**config.mk**
```make
export PLATFORM = sky130hd
export DESIGN_NAME = column_evaluator_flat
export DESIGN_NICKNAME = d
export VERILOG_FILES = /design/src/rtl/column_evaluator_if.sv /design/src/rtl/column_evaluator.sv /design/src/flat_wrapper.sv
export SDC_FILE = /design/constraint.sdc
export NUM_CORES = 2
export LEC_CHECK = 0
export CAP_MARGIN = 5
export CORE_AREA = 2 2 309 372
export DETAILED_ROUTE_END_ITERATION = 16
export DIE_AREA = 0 0 311 374
export GPL_TIMING_DRIVEN = 1
export PLACE_DENSITY_LB_ADDON = 0.3
export SYNTH_ARGS = -nofsm -noshare
export SYNTH_HDL_FRONTEND = slang
export SYNTH_SLANG_ARGS = --single-unit
```
**constraint.sdc**
```tcl
create_clock -name clk -period 26.9 [get_ports clk]
set_input_delay 5.38 -clock clk [delete_from_list [all_inputs] [get_ports clk]]
set_output_delay 5.38 -clock clk [all_outputs]
set_load 0.02 [all_outputs]
```
**src/rtl/column_evaluator_if.sv**
```systemverilog
// column_evaluator_if: start/done handshake, result, and column read port toward the argument/operator stores.
interface column_evaluator_if #(
  parameter int ARG_COL_WIDTH  = 10,
  parameter int ARG_DATA_WIDTH = 16,
  parameter int RESULT_WIDTH   = 64
);
  logic                      start;
  logic [ARG_COL_WIDTH-1:0]  last_col;
  logic                      busy;
  logic                      done;
  logic [RESULT_WIDTH-1:0]   total;
  logic [ARG_COL_WIDTH-1:0]  rd_arg_col;
  logic [ARG_DATA_WIDTH-1:0] rd_arg_data_row0;
  logic [ARG_DATA_WIDTH-1:0] rd_arg_data_row1;
  logic [ARG_DATA_WIDTH-1:0] rd_arg_data_row2;
  logic                      rd_op_mul;
  modport slave (
    input  start, last_col, rd_arg_data_row0, rd_arg_data_row1, rd_arg_data_row2, rd_op_mul,
    output busy, done, total, rd_arg_col
  );
  modport master (
    output start, last_col, rd_arg_data_row0, rd_arg_data_row1, rd_arg_data_row2, rd_op_mul,
    input  busy, done, total, rd_arg_col
  );
endinterface

```
**src/rtl/column_evaluator.sv**
```systemverilog
// column_evaluator: sweeps columns 0..last_col, evaluates each as sum or product of three rows, accumulates a grand total.
module column_evaluator #(
  parameter int ARG_COL_WIDTH  = 10,
  parameter int ARG_DATA_WIDTH = 16,
  parameter int RESULT_WIDTH   = 64
) (
  input logic clk,
  input logic reset,
  column_evaluator_if.slave bus
);
  typedef enum logic [2:0] {IDLE, LOAD, EVAL, ACC, DONE} state_t;
  state_t state_q, state_d;
  logic [ARG_COL_WIDTH-1:0] col_q, col_d, last_q, last_d;
  logic [ARG_DATA_WIDTH-1:0] r0_q, r0_d, r1_q, r1_d, r2_q, r2_d;
  logic op_q, op_d;
  logic [RESULT_WIDTH-1:0] part_q, part_d, acc_q, acc_d, total_q, total_d;
  logic [RESULT_WIDTH-1:0] a, b, c;
  logic last_hit;
  assign a = RESULT_WIDTH'(r0_q);
  assign b = RESULT_WIDTH'(r1_q);
  assign c = RESULT_WIDTH'(r2_q);
  assign last_hit = col_q == last_q;
  always_comb begin
    state_d = state_q;
    col_d   = col_q;
    last_d  = last_q;
    r0_d    = r0_q;
    r1_d    = r1_q;
    r2_d    = r2_q;
    op_d    = op_q;
    part_d  = part_q;
    acc_d   = acc_q;
    total_d = total_q;
    case (state_q)
      IDLE: if (bus.start) begin
        last_d  = bus.last_col;
        col_d   = '0;
        acc_d   = '0;
        state_d = LOAD;
      end
      LOAD: begin
        r0_d    = bus.rd_arg_data_row0;
        r1_d    = bus.rd_arg_data_row1;
        r2_d    = bus.rd_arg_data_row2;
        op_d    = bus.rd_op_mul;
        state_d = EVAL;
      end
      EVAL: begin
        part_d  = op_q ? a * b * c : a + b + c;
        state_d = ACC;
      end
      // compare before incrementing so the top column index never wraps the counter
      ACC: begin
        acc_d   = acc_q + part_q;
        col_d   = last_hit ? col_q : col_q + 1'b1;
        state_d = last_hit ? DONE : LOAD;
      end
      DONE: begin
        total_d = acc_q;
        state_d = IDLE;
      end
      default: state_d = IDLE;
    endcase
  end
  always_ff @(posedge clk or posedge reset) begin
    if (reset) begin
      state_q <= IDLE;
      col_q   <= '0;
      last_q  <= '0;
      r0_q    <= '0;
      r1_q    <= '0;
      r2_q    <= '0;
      op_q    <= 1'b0;
      part_q  <= '0;
      acc_q   <= '0;
      total_q <= '0;
    end else begin
      state_q <= state_d;
      col_q   <= col_d;
      last_q  <= last_d;
      r0_q    <= r0_d;
      r1_q    <= r1_d;
      r2_q    <= r2_d;
      op_q    <= op_d;
      part_q  <= part_d;
      acc_q   <= acc_d;
      total_q <= total_d;
    end
  end
  // total_d already carries the final sum during DONE, so the result shows in the done cycle itself
  assign bus.total      = total_d;
  assign bus.busy       = state_q != IDLE;
  assign bus.done       = state_q == DONE;
  assign bus.rd_arg_col = col_q;
endmodule

```
**src/flat_wrapper.sv**
```systemverilog
// flat-port wrapper written by rule: the top's interface ports become plain ports
module column_evaluator_flat 
#(
  parameter int ARG_COL_WIDTH  = 10,
  parameter int ARG_DATA_WIDTH = 16,
  parameter int RESULT_WIDTH   = 64
)
  (clk, reset, bus_start, bus_last_col, bus_rd_arg_data_row0, bus_rd_arg_data_row1, bus_rd_arg_data_row2, bus_rd_op_mul, bus_busy, bus_done, bus_total, bus_rd_arg_col);
  column_evaluator_if #(.ARG_COL_WIDTH(ARG_COL_WIDTH), .ARG_DATA_WIDTH(ARG_DATA_WIDTH), .RESULT_WIDTH(RESULT_WIDTH)) bus_i ();
  input logic clk;
  input logic reset;
  input wire logic [$bits(bus_i.start)-1:0] bus_start;
  input wire logic [$bits(bus_i.last_col)-1:0] bus_last_col;
  input wire logic [$bits(bus_i.rd_arg_data_row0)-1:0] bus_rd_arg_data_row0;
  input wire logic [$bits(bus_i.rd_arg_data_row1)-1:0] bus_rd_arg_data_row1;
  input wire logic [$bits(bus_i.rd_arg_data_row2)-1:0] bus_rd_arg_data_row2;
  input wire logic [$bits(bus_i.rd_op_mul)-1:0] bus_rd_op_mul;
  output wire logic [$bits(bus_i.busy)-1:0] bus_busy;
  output wire logic [$bits(bus_i.done)-1:0] bus_done;
  output wire logic [$bits(bus_i.total)-1:0] bus_total;
  output wire logic [$bits(bus_i.rd_arg_col)-1:0] bus_rd_arg_col;
  assign bus_i.start = bus_start;
  assign bus_i.last_col = bus_last_col;
  assign bus_i.rd_arg_data_row0 = bus_rd_arg_data_row0;
  assign bus_i.rd_arg_data_row1 = bus_rd_arg_data_row1;
  assign bus_i.rd_arg_data_row2 = bus_rd_arg_data_row2;
  assign bus_i.rd_op_mul = bus_rd_op_mul;
  assign bus_busy = bus_i.busy;
  assign bus_done = bus_i.done;
  assign bus_total = bus_i.total;
  assign bus_rd_arg_col = bus_i.rd_arg_col;
  column_evaluator #(.ARG_COL_WIDTH(ARG_COL_WIDTH), .ARG_DATA_WIDTH(ARG_DATA_WIDTH), .RESULT_WIDTH(RESULT_WIDTH)) u_core (.clk(clk), .reset(reset), .bus(bus_i));
endmodule
```
==> key figures <==
Run status
  – Outcome: complete, no violations

Logic synthesis
  – Synth warn: 0
  – Synth cell types: 76
  – Ys async rst share: 1.00
  – Synth Instances: around 4.3k
  – Cell area after synthesis: a little under 40,000 µm²
  – Synthesized net count: between 5k and 6k
  – Syn_area_per_cell: 9.00 µm²
  – Top_reg_cell synth: dfrtp_1
  – Synth Register Bits: 251
  – Sequential share of the synthesized area: 0.160
  – Post-synth EDFFs: 0

Clock tree
  – Reg clk slew, reported paths: 0.07 ns
  – Max clock buf depth: 3
  – CTS tree: built
  – CTS Buf Count: 29
  – H-tree levels: 1
  – # clock sinks: between 200 and 300
  – Clk Latency, worst-skew pair: 0.62 ns
  – Gates resized, CTS repair: 0
  – Post-CTS Setup Repair Bufs: 0
  – Clk root buf: clkbuf_16
  – Post-CTS Hold Buffers: 0

Routing
  – DRT Pass-1 Iters: 5
  – WL per Instance: ~18 µm
  – Final WL: about 110 mm
  – Vias per inst: a little over 5
  – Vias after detailed routing: ~30k
  – Drt drc: 0
  – Antenna Nets Post-Route: 0
  – Initial DRC Count: 1,714

Die
  – Ports: between 100 and 150
  – Die Wd: a little over 300 µm
  – Die area: around 120,000 µm²
  – Core area: ~110,000 µm²
  – Die H: roughly 370 µm
  – Initial core utilization: 0.348
  – FP Rows: around 140

STA
  – Final slew viol count: 0
  – Slew headroom: 0.276
  – Final hold vios: 0
  – Measured slew at the worst slew-check pin: roughly 1.1 ns
  – RSZ-0062 raised after global routing: false
  – PnR worst setup slack: between 10 and 15 ns
  – Clock skew: between 0.02 and 0.03 ns
  – Final setup violation count: 0
  – Post-route minimum period: about 13 ns
  – Setup TNS: 0 ns
  – Max frequency: around 0.077 GHz
  – Final Cycle Share: 0.482

Global routing
  – GRT overflow: 0
  – Largest net degree at the start of global routing: 135
  – Initial antenna violation count: 4
  – Total GRT Usage: 0.186
  – Number of global-route vias before repair: ~31k
  – First-pass GRT wire length: about 170 mm

Critical path
  – Worst EP arrival: ~13 ns
  – Max FO, Critical Path: 17
  – Most frequent CP cell: fa_1
  – CP Launch Type: flip-flop
  – CP required: ~27 ns
  – Slowest-stage cell, CP: dfrtp_1
  – Crit. End Element: flip-flop
  – Path type of the worst setup path: reg -> reg
  – CP peak stage delay: around 0.85 ns
  – Worst reg2reg path depth: 38

Final layout
  – Most common library cell in the layout ignoring fill and taps: inv_1
  – Ant. Diodes: 0
  – Final instance area: between 40,000 and 50,000 µm²
  – Final Util: 0.383
  – Most frequent cells in the layout: inv_1 (708), nand2_1 (647), fa_1 (616)
  – Layout cells sized above 1: 0.0601
  – Area grow syn2layout: 10.1%
  – Final nets: 5,348

Placement
  – HPWL Detailed: approximately 85 mm
  – Port bufs: approximately 140
  – Pre-CTS WS: roughly 14 ns
  – Final GP Congestion: 0.874
  – Placed Area: 42,100 µm²

Flow run
  – Max cap viols: 0

Min path
  – WHS Path Cells: 2
  – Hold WC Path Type: reg -> reg
[per-layer routing]
metal | share of wire | global-route usage | vias up | routed length [µm]
met4 | 0.032 | 0.0578 | 8 | 3480
met3 | 0.039 | 0.0134 | 175 | 4190
met1 | 0.42 | 0.238 | 15300 | 45800
met5 | 0.00043 | 0 | - | 47
li1 | - | - | 13800 | -
met2 | 0.51 | 0.335 | 699 | 54800
[metrics by stage]
stage / hold WS [ns] / cells
CTS: 0.478 / 5884
detailed placement: 0.464 / 5830
global placement: 0.455 / 5830
finish: 0.471 / 5884
floorplan: 0.443 / 4349
global route: 0.490 / 5884
[flip-flops by register name, summed over array words and instances, names as in the netlist]
register               flops
u_core.state_q             3
u_core.bus.rd_arg_col     10
u_core.r2_q               16
u_core.acc_q              64
u_core.part_q             51
u_core.op_q                1
u_core.r1_q               16
u_core.r0_q               16
u_core.total_q            64
u_core.last_q             10
[kinds of logic after synthesis]
family | after synthesis | synth area share
AO/OA/AOI/OAI | 628 | 0.101
adder cells (fa/ha/maj) | 932 | 0.416
buffers and inverters | 930 | 0.0901
flip-flops | 251 | 0.160
AND/OR/NAND/NOR | 1332 | 0.163
multiplexers | 124 | 0.0353
XOR/XNOR | 152 | 0.0340
[synth_stat cells, drive strengths merged (12+ instances only)]
cell type	instances	area (µm²)
inv	709	2660
nand2	647	2430
fa	616	12300
ha	316	3950
and2	283	1770
dfrtp	251	6280
clkbuf	207	788
o21ai	199	1000
a21oi	155	776
nor2	132	495
mux2	112	1260
xnor2	91	797
nand3	77	385
a21o	67	505
xor2	61	534
a31oi	36	231
nor4b	32	280
nand4	31	194
and3	30	189
a211oi	29	235
o21bai	29	218
nor3	22	110
nand2b	20	125
nor2b	18	113
o31ai	16	139
o21a	15	113
buf	14	77.6
a211o	13	114
mux2i	12	120
[worst paths after layout]
check / startpoint / endpoint / slack (ns)
setup / recovery: u_core.r0_q[6] / u_core.part_q[48] / 13.94
hold / removal: u_core.part_q[16] / u_core.part_q[16] / 0.47
setup reg to reg: u_core.r0_q[6] / u_core.part_q[48] / 13.94
hold reg to reg: u_core.part_q[16] / u_core.part_q[16] / 0.47
max in group asynchronous: reset / u_core.total_q[35] / 20.31
min in group asynchronous: reset / u_core.total_q[2] / 5.32
[critical path: cells and delay by family (launching register included)]
family,cells,cell delay (ns)
simple gates,5,1.44
flops,1,0.85
xor+xnor,1,0.15
buf+inv,5,0.31
fa+ha+maj,15,7.07
compound gates,12,2.91
[final cells by class]
| cell class | count | area (µm²) |
|---|---|---|
| Clock buffer | 37 | 766 |
| Clock inverter | 17 | 240 |
| Fill cell | 11400 | 69400 |
| Inverter | 709 | 2670 |
| Multi-Input combinational cell | 3168 | 29400 |
| Sequential cell | 251 | 6290 |
| Tap cell | 1507 | 1890 |
| Timing Repair Buffer | 195 | 1820 |
Power is left out: the tool's default activity adds up to more than one toggle a clock period on the data nets, which glitch-free logic cannot reach.
